## config.mk

```make
export PLATFORM = sky130hd
export DESIGN_NAME = score_display
export DESIGN_NICKNAME = d
export VERILOG_FILES = /design/src/rtl/score_display.sv
export SDC_FILE = /design/constraint.sdc
export NUM_CORES = 1
export LEC_CHECK = 0
export BUFFER_PORTS_ARGS = -buffer_cell sky130_fd_sc_hd__buf_2
export CORE_ASPECT_RATIO = 0.7
export CORE_UTILIZATION = 41
export DETAILED_ROUTE_END_ITERATION = 8
export PLACE_DENSITY = 0.73
export SYNTH_ARGS = -nofsm -noshare
export SYNTH_HDL_FRONTEND = slang
export SYNTH_SLANG_ARGS = --single-unit
```

## constraint.sdc

```tcl
create_clock -name clk -period 2.7 [get_ports clk]
set_clock_uncertainty 0.1 [all_clocks]
set_input_delay 0.54 -clock clk [delete_from_list [all_inputs] [get_ports clk]]
set_output_delay 0.54 -clock clk [all_outputs]
set_load 0.03 [all_outputs]
```

## src/rtl/score_display.sv

```systemverilog
// Decimal BCD score counter with an on-screen 3x5 glyph renderer.
// The pixel path is a two-stage pipeline: coordinate decode, then glyph lookup.
module score_display #(
   parameter int         DIGITS     = 2,
   parameter int         SCALE_LOG2 = 2,
   parameter logic [9:0] X0         = 10'd288,
   parameter logic [9:0] Y0         = 10'd16,
   parameter bit         LEAD_BLANK = 1'b1
) (
   input  logic                  clk,
   input  logic                  rst_n,
   input  logic                  score_inc,
   input  logic                  score_clr,
   input  logic                  video_on,
   input  logic [9:0]            pixel_x,
   input  logic [9:0]            pixel_y,
   output logic                  pixel,
   output logic [4*DIGITS-1:0]   score_bcd,
   output logic                  wrap
);

   localparam logic [10:0] BOX_W = 11'(DIGITS * 4 * (1 << SCALE_LOG2));
   localparam logic [10:0] BOX_H = 11'(5 * (1 << SCALE_LOG2));
   localparam logic [10:0] X_END = {1'b0, X0} + BOX_W;
   localparam logic [10:0] Y_END = {1'b0, Y0} + BOX_H;

   logic [4*DIGITS-1:0] score_q, score_d, score_plus1;
   logic                wrap_q, wrap_d;
   logic [DIGITS:0]     nines;

   // nines[i] is set when every digit below i is 9, i.e. digit i receives a carry
   assign nines[0] = 1'b1;

   genvar gi;
   generate
      for (gi = 0; gi < DIGITS; gi++) begin : g_cnt
         logic [3:0] nib;
         assign nib                    = score_q[4*gi +: 4];
         assign nines[gi+1]            = nines[gi] & (nib == 4'd9);
         assign score_plus1[4*gi +: 4] = !nines[gi]    ? nib  :
                                         (nib == 4'd9) ? 4'd0 : nib + 4'd1;
      end
   endgenerate

   always_comb begin
      score_d = score_q;
      wrap_d  = 1'b0;
      if (score_clr) begin
         score_d = '0;
      end else if (score_inc) begin
         if (nines[DIGITS]) begin
            score_d = '0;
            wrap_d  = 1'b1;
         end else begin
            score_d = score_plus1;
         end
      end
   end

   always_ff @(posedge clk or negedge rst_n) begin
      if (!rst_n) begin
         score_q <= '0;
         wrap_q  <= 1'b0;
      end else begin
         score_q <= score_d;
         wrap_q  <= wrap_d;
      end
   end

   // Stage 1: box test and cell decode
   logic [9:0] relx, rely;
   logic       in_box;
   logic       in_q, von_q;
   logic [1:0] slot_q, col_q;
   logic [2:0] row_q;

   assign relx   = pixel_x - X0;
   assign rely   = pixel_y - Y0;
   assign in_box = (pixel_x >= X0) && ({1'b0, pixel_x} < X_END) &&
                   (pixel_y >= Y0) && ({1'b0, pixel_y} < Y_END);

   always_ff @(posedge clk or negedge rst_n) begin
      if (!rst_n) begin
         in_q   <= 1'b0;
         von_q  <= 1'b0;
         slot_q <= 2'd0;
         col_q  <= 2'd0;
         row_q  <= 3'd0;
      end else begin
         in_q   <= in_box;
         von_q  <= video_on;
         slot_q <= 2'(relx >> (SCALE_LOG2 + 2));
         col_q  <= 2'(relx >> SCALE_LOG2);
         row_q  <= 3'(rely >> SCALE_LOG2);
      end
   end

   // Stage 2: digits padded to four so a 2-bit slot index is always in range
   logic [3:0] dig [4];
   logic [4:0] lead_zero;
   logic [3:0] blank;

   assign lead_zero[4] = 1'b1;

   generate
      for (gi = 0; gi < 4; gi++) begin : g_dig
         if (gi < DIGITS) begin : g_real
            assign dig[gi] = score_q[4*gi +: 4];
         end else begin : g_pad
            assign dig[gi] = 4'd0;
         end
         assign lead_zero[gi] = lead_zero[gi+1] & (dig[gi] == 4'd0);
         if (gi == 0) begin : g_lsd
            assign blank[gi] = 1'b0;
         end else begin : g_msd
            assign blank[gi] = LEAD_BLANK & lead_zero[gi];
         end
      end
   endgenerate

   function automatic logic [14:0] glyph(input logic [3:0] d);
      case (d)
         4'd0:    glyph = 15'b111_101_101_101_111;
         4'd1:    glyph = 15'b010_110_010_010_010;
         4'd2:    glyph = 15'b111_101_011_100_111;
         4'd3:    glyph = 15'b111_001_111_001_111;
         4'd4:    glyph = 15'b101_101_111_001_001;
         4'd5:    glyph = 15'b111_100_111_001_111;
         4'd6:    glyph = 15'b111_100_111_101_111;
         4'd7:    glyph = 15'b111_001_010_010_100;
         4'd8:    glyph = 15'b111_101_111_101_111;
         4'd9:    glyph = 15'b111_101_111_001_111;
         default: glyph = 15'd0;
      endcase
   endfunction

   logic [1:0]  digit_idx;
   logic [3:0]  cell_idx;
   logic [14:0] glyph_bits, glyph_shift;
   logic        pixel_q, pixel_d;

   assign digit_idx   = 2'(DIGITS - 1) - slot_q;
   assign cell_idx    = 4'd14 - (4'(row_q) * 4'd3 + {2'b00, col_q});
   assign glyph_bits  = glyph(dig[digit_idx]);
   assign glyph_shift = glyph_bits >> cell_idx;
   assign pixel_d     = in_q & von_q & (col_q != 2'd3) & ~blank[digit_idx] & glyph_shift[0];

   always_ff @(posedge clk or negedge rst_n) begin
      if (!rst_n) begin
         pixel_q <= 1'b0;
      end else begin
         pixel_q <= pixel_d;
      end
   end

   assign pixel     = pixel_q;
   assign score_bcd = score_q;
   assign wrap      = wrap_q;

endmodule

```

Yosys cells after proc, flatten, opt, wreduce, memory -nomap -nowiden
Memories as Yosys holds them, arrays and structs flattened.
Index checks and enable logic that the tools add are counted.
{ "totals": {"register_bits": 19, "romBits": 240, "input_bits": 25, "out_inout_bits": 10, "elab_cells": 56, "n_memories": 1} }
{ "memory_table": {"columns": ["memory", "depth", "word_bits", "read_ports", "rd_clocked_by_memory_dff", "wr", "line_no", "text"], "rows": [
  ["(name not given)", 16, 15, 1, 0, 0, "122", "case (d)"]
]} }
{ "op_classes": {"add_sub_neg": 7, "multipliers": 1, "n_lt_le_gt_ge": 6, "n_eq_ne": 3, "shift": 1, "n_mux": 14, "bitwise_logic": 7, "n_reduce_logical": 7} }
{ "op_table": {"columns": ["op", "n"], "rows": [
  ["$mux 8", 3],
  ["$mux 4", 5],
  ["$shr 15x4->1", 1],
  ["$ge 10x5->1 const B", 1],
  ["$ge 10x9->1 const B", 1],
  ["$lt 10x6->1 const B", 1],
  ["$lt 10x9->1 const B", 1],
  ["$add 4x1->4 const B", 2],
  ["$bmux 4 s2", 1],
  ["$eq 4x4->1 const B", 2],
  ["$sub 6x6->6 const B", 1],
  ["$and 1x1->1", 5],
  ["$sub 5x5->5 const B", 1],
  ["$add 4x2->4", 1],
  ["$logic_not 4->1", 1],
  ["$mul 3x2->4 const B", 1],
  ["$mux 1", 4],
  ["$sub 4x4->4 const A", 1],
  ["$ge 3x3->1 const B", 1],
  ["$logic_and 1x1->1", 3],
  ["$lt 2x3->1 const B", 1],
  ["$not 2->3", 1],
  ["$reduce_bool 3->1", 1],
  ["$bmux 1 s2", 1],
  ["other kinds (5)", 5]
]} }

Logic depth before layout (Yosys ltp)
An unclocked memory read counts as a cell.
{ "depth": {"ltp_word": 8, "ltp_mapped": 12, "ltp_nobuf": 10} }

Worst setup path after synthesis
No wires, ideal clock.
{ "synth_path": {"kind": "register to register", "startpoint": "register col_q[1]", "endpoint": "register pixel_q (netlist: pixel)", "setup_ns": 0.111, "arrival_time_ns": 2.472, "t_required_ns": 2.489, "setup_slack_ns": 0.016, "path_stages_with_launch": 10, "period_less_slack_ns": 2.684, "cell_sequence": "dfrtp_1 > inv_1 > fa_1 > fa_1 > xor2_1 > nor3_1 > a22oi_1 > a211o_1 > o2111ai_1 > a2111oi_2"} }
{ "synth_via": {"elab_chain_len": 4} }
{ "synth_lines": {"columns": ["item", "line_no", "text"], "rows": [
  ["from (decl)", "74", "logic [1:0] slot_q, col_q;"],
  ["from (signal assigned)", "93", "col_q <= 2'(relx >> SCALE_LOG2);"],
  ["$add 4x2->4 / $ne 2x2->1 (equally long branches)", "143, 146", null],
  ["$sub 4x4->4 / $and 1x1->1 (equally long branches)", "143, 146", null],
  ["$shr 15x4->1 / $and 1x1->1 (equally long branches)", "145, 146", null],
  ["$and 1x1->1 *", "146", "assign pixel_d = in_q & von_q & (col_q != 2'd3) & ~blank[digit_idx] & glyph_shift[0];"],
  ["named net pixel_d", "140", "logic pixel_q, pixel_d;"],
  ["to (signal assigned)", "152", "pixel_q <= pixel_d;"],
  ["to (decl)", "140", null]
]} }
The timed path passes the listed nets; every way through them passes the cells marked *.
A chain may end at the register's enable or synchronous reset.

Worst setup path in the final report
Ends and elaborated chain as after synthesis.

==> run summary <==
status - finished, final reports clean
DR iter-0 viols - 140
relative slew slack - 70.0%
fin worst setup slack - 55.2 ps
final setup vio count - 0
worst r2r dst - pixel
Logic pwr share - 34.8%
count of unique library cells instantiated by Yosys - 46
NumNets Final - 265
GPL Wtd Cong - 0.891
DIE AREA - 0.00406 mm²
row count - 18
CP endpoint kind - flip-flop
dpl hpwl - 2.83 mm
clock-pin transition on the worst setup and hold timing paths - 80 ps
worst-path fanout max - 5
cts hold-fix bufs - 0
Post-Syn Instances - 179
endpoints failing hold - 0
RSZ-0062 raised after global routing - true
top post-synthesis cells by area - dfrtp_1 (30%), ha_1 (13%), inv_1 (4.3%), mux2i_1 (3.8%), nor2_1 (3.6%)
routed vias - 1464
critical path launch point type - flip-flop
Final min period - 2640 ps
Setup WS pre-CTS - -136 ps
# IOs - 35
register-to-register setup slack - 60 ps
netlist area before placement - 0.00156 mm²
worst hold path class - in2async
Antenna Cells - 0
top cell type's share of synthesized area - 30.5%
largest net degree at the start of global routing - 20
CP peak stage delay - 460 ps
Area growth syn-to-layout - 24.5%
delay-heaviest family, CP - adder cells
max cap viols - 0
port buffer count - 30
htree depth - 1
Initial Util - 43.6%
most frequent cells in the layout - buf_2 (30), dfrtp_1 (18), inv_1 (16), ha_1 (16)
DRT antenna net count - 0
global-route wire length before repair - 5.96 mm
Post-synth EDFFs - 0
#FFs+latches synth - 19
Finished Core Util - 54.2%
async set or reset register ratio after synthesis - 100%
layout cells sized above 1 - 28.5%
most used cell, CP - buf_4
vias per cell - 5.40
fin crit share - 98.0%
peak supply drop - 446 µV
grt total ovfl - 0
Lkg Pwr - 0.924 nW
Flop pwr share - 38.6%
YS warnings - 0
Remaining DRCs - 0
CTS tree - done
wire length per cell - 13.4 µm
commonest non-fill, non-tap cell in the layout - buf_2
syn_area_per_cell - 8.72 µm²
Peak Freq - 378 MHz
reg-to-reg startpoint - col_q[1]
Fin Setup TNS - 0 ps
CTS buffer count - 3
internal power - 0.525 mW
worst skew pair latency - 260 ps
Pre-Repair DR Iteration Count - 4
Req. time, crit path - 2760 ps
register area share after synthesis - 30.5%
cells on worst reg2reg path - 9
CP Cell Sequence - inv_2 -> fa_1 -> fa_2 -> xor2_4 -> buf_4 -> buf_4 -> a21oi_1 -> o2111ai_1 -> a2111oi_2
Max Slew Vio Count - 0
Power Density - 401 mW/mm²
critical path's slowest cell - fa_1
GRT Total Usage - 20.0%
vias in the first global route - 1303
CTS root buffer - clkbuf_8
switching pwr - 0.253 mW
Synth Flop Type - dfrtp_1
CTS Sinks - 19
CTS max path bufs - 2
total power - 0.778 mW
initial antenna violation count - 0
critical path depth - 9
die width - 75.7 µm
WP buf/inv - 3
Die Y - 53.6 µm
crit path kind - reg2reg
Worst Path Arrival - 2710 ps
Clk network pwr share - 26.7%
switching share of power - 32.5%
drt total wl - 3.63 mm
Synth area leader - dfrtp_1
syn nets - 222
core area - 0.00358 mm²
worst slew pin tran - 450 ps
[logic make-up after synthesis]
group	after synthesis	share of synthesized area [%]
DFF	19	30.5
muxes	8	5.45
xor gates and xnor gates	2	1.12
and+or+nand+nor	63	20.9
AOI/OAI and AO/OA	44	19.9
buffers and inverters	25	6.73
adders and majority gates	18	15.4
[per-stage QoR]
step / hold WS, ps / instances / instance area, µm²
after floorplan: 144 / 179 / 1560
after global placement: 400 / 265 / 1830
after detailed placement: 403 / 265 / 1830
after global routing: 143 / 271 / 1940
final: 113 / 271 / 1940
after CTS: 116 / 270 / 1900
[sequential cells by signal (all words and copies together), names as in the netlist]
signal and count:
slot_q 2, wrap 1, row_q 3, pixel 1, score_bcd 8, von_q 1, col_q 2, in_q 1
[repair_timing]
item / CTS / global route
gates resized for setup: 4 / 11
endpoints found under the setup margin: 1 / 1
pin swaps: 2 / 9
setup buffers: 1 / 1
cloned: 0 / 0
[Yosys cell counts (3+ instances only)]
library cell	instances
inv_1	18
buf_2	3
nor4_1	3
dfrtp_1	19
nand2_1	11
or3_1	4
or2_2	3
nand3_1	4
nor3_1	11
mux2i_1	6
nor2_1	15
ha_1	16
a21o_1	3
o21ai_0	8
a21oi_1	10
a211oi_1	4
[worst max-delay path by stage]
stage,start,end
after floorplan,col_q[1],pixel
after global placement,col_q[1],pixel
after detailed placement,col_q[1],pixel
after CTS,row_q[1],pixel
after global routing,col_q[1],pixel
final,col_q[1],pixel
[metal layers]
metal | share of wire, % | vias to the layer above | GRT usage (%)
li1 | - | 733 | -
met4 | 1.4 | 0 | 3.70
met3 | 8.4 | 7 | 3.56
met2 | 41 | 65 | 30.8
met5 | 0 | - | 0
met1 | 49 | 659 | 29.8
[area by class of cell]
type                            instances  area, µm²
Fill cell                             318       1640
Clock buffer                            3       41.3
Tap cell                               50       62.6
Inverter                               18       67.6
Sequential cell                        19        477
Timing Repair Buffer                   45        267
Multi-Input combinational cell        135       1020
Clock inverter                          1       7.51
[power groups by stage]
stage / Clock (mW) / Combinational [mW] / Sequential [mW]
2_1_floorplan: 0 / 0.140 / 0.310
3_3_place_gp: 0 / 0.222 / 0.304
3_5_place_dp: 0 / 0.227 / 0.304
4_1_cts: 0.213 / 0.239 / 0.299
5_1_grt: 0.224 / 0.295 / 0.300
6_report: 0.208 / 0.270 / 0.300
No activity file was read; power rests on OpenSTA's default activity.
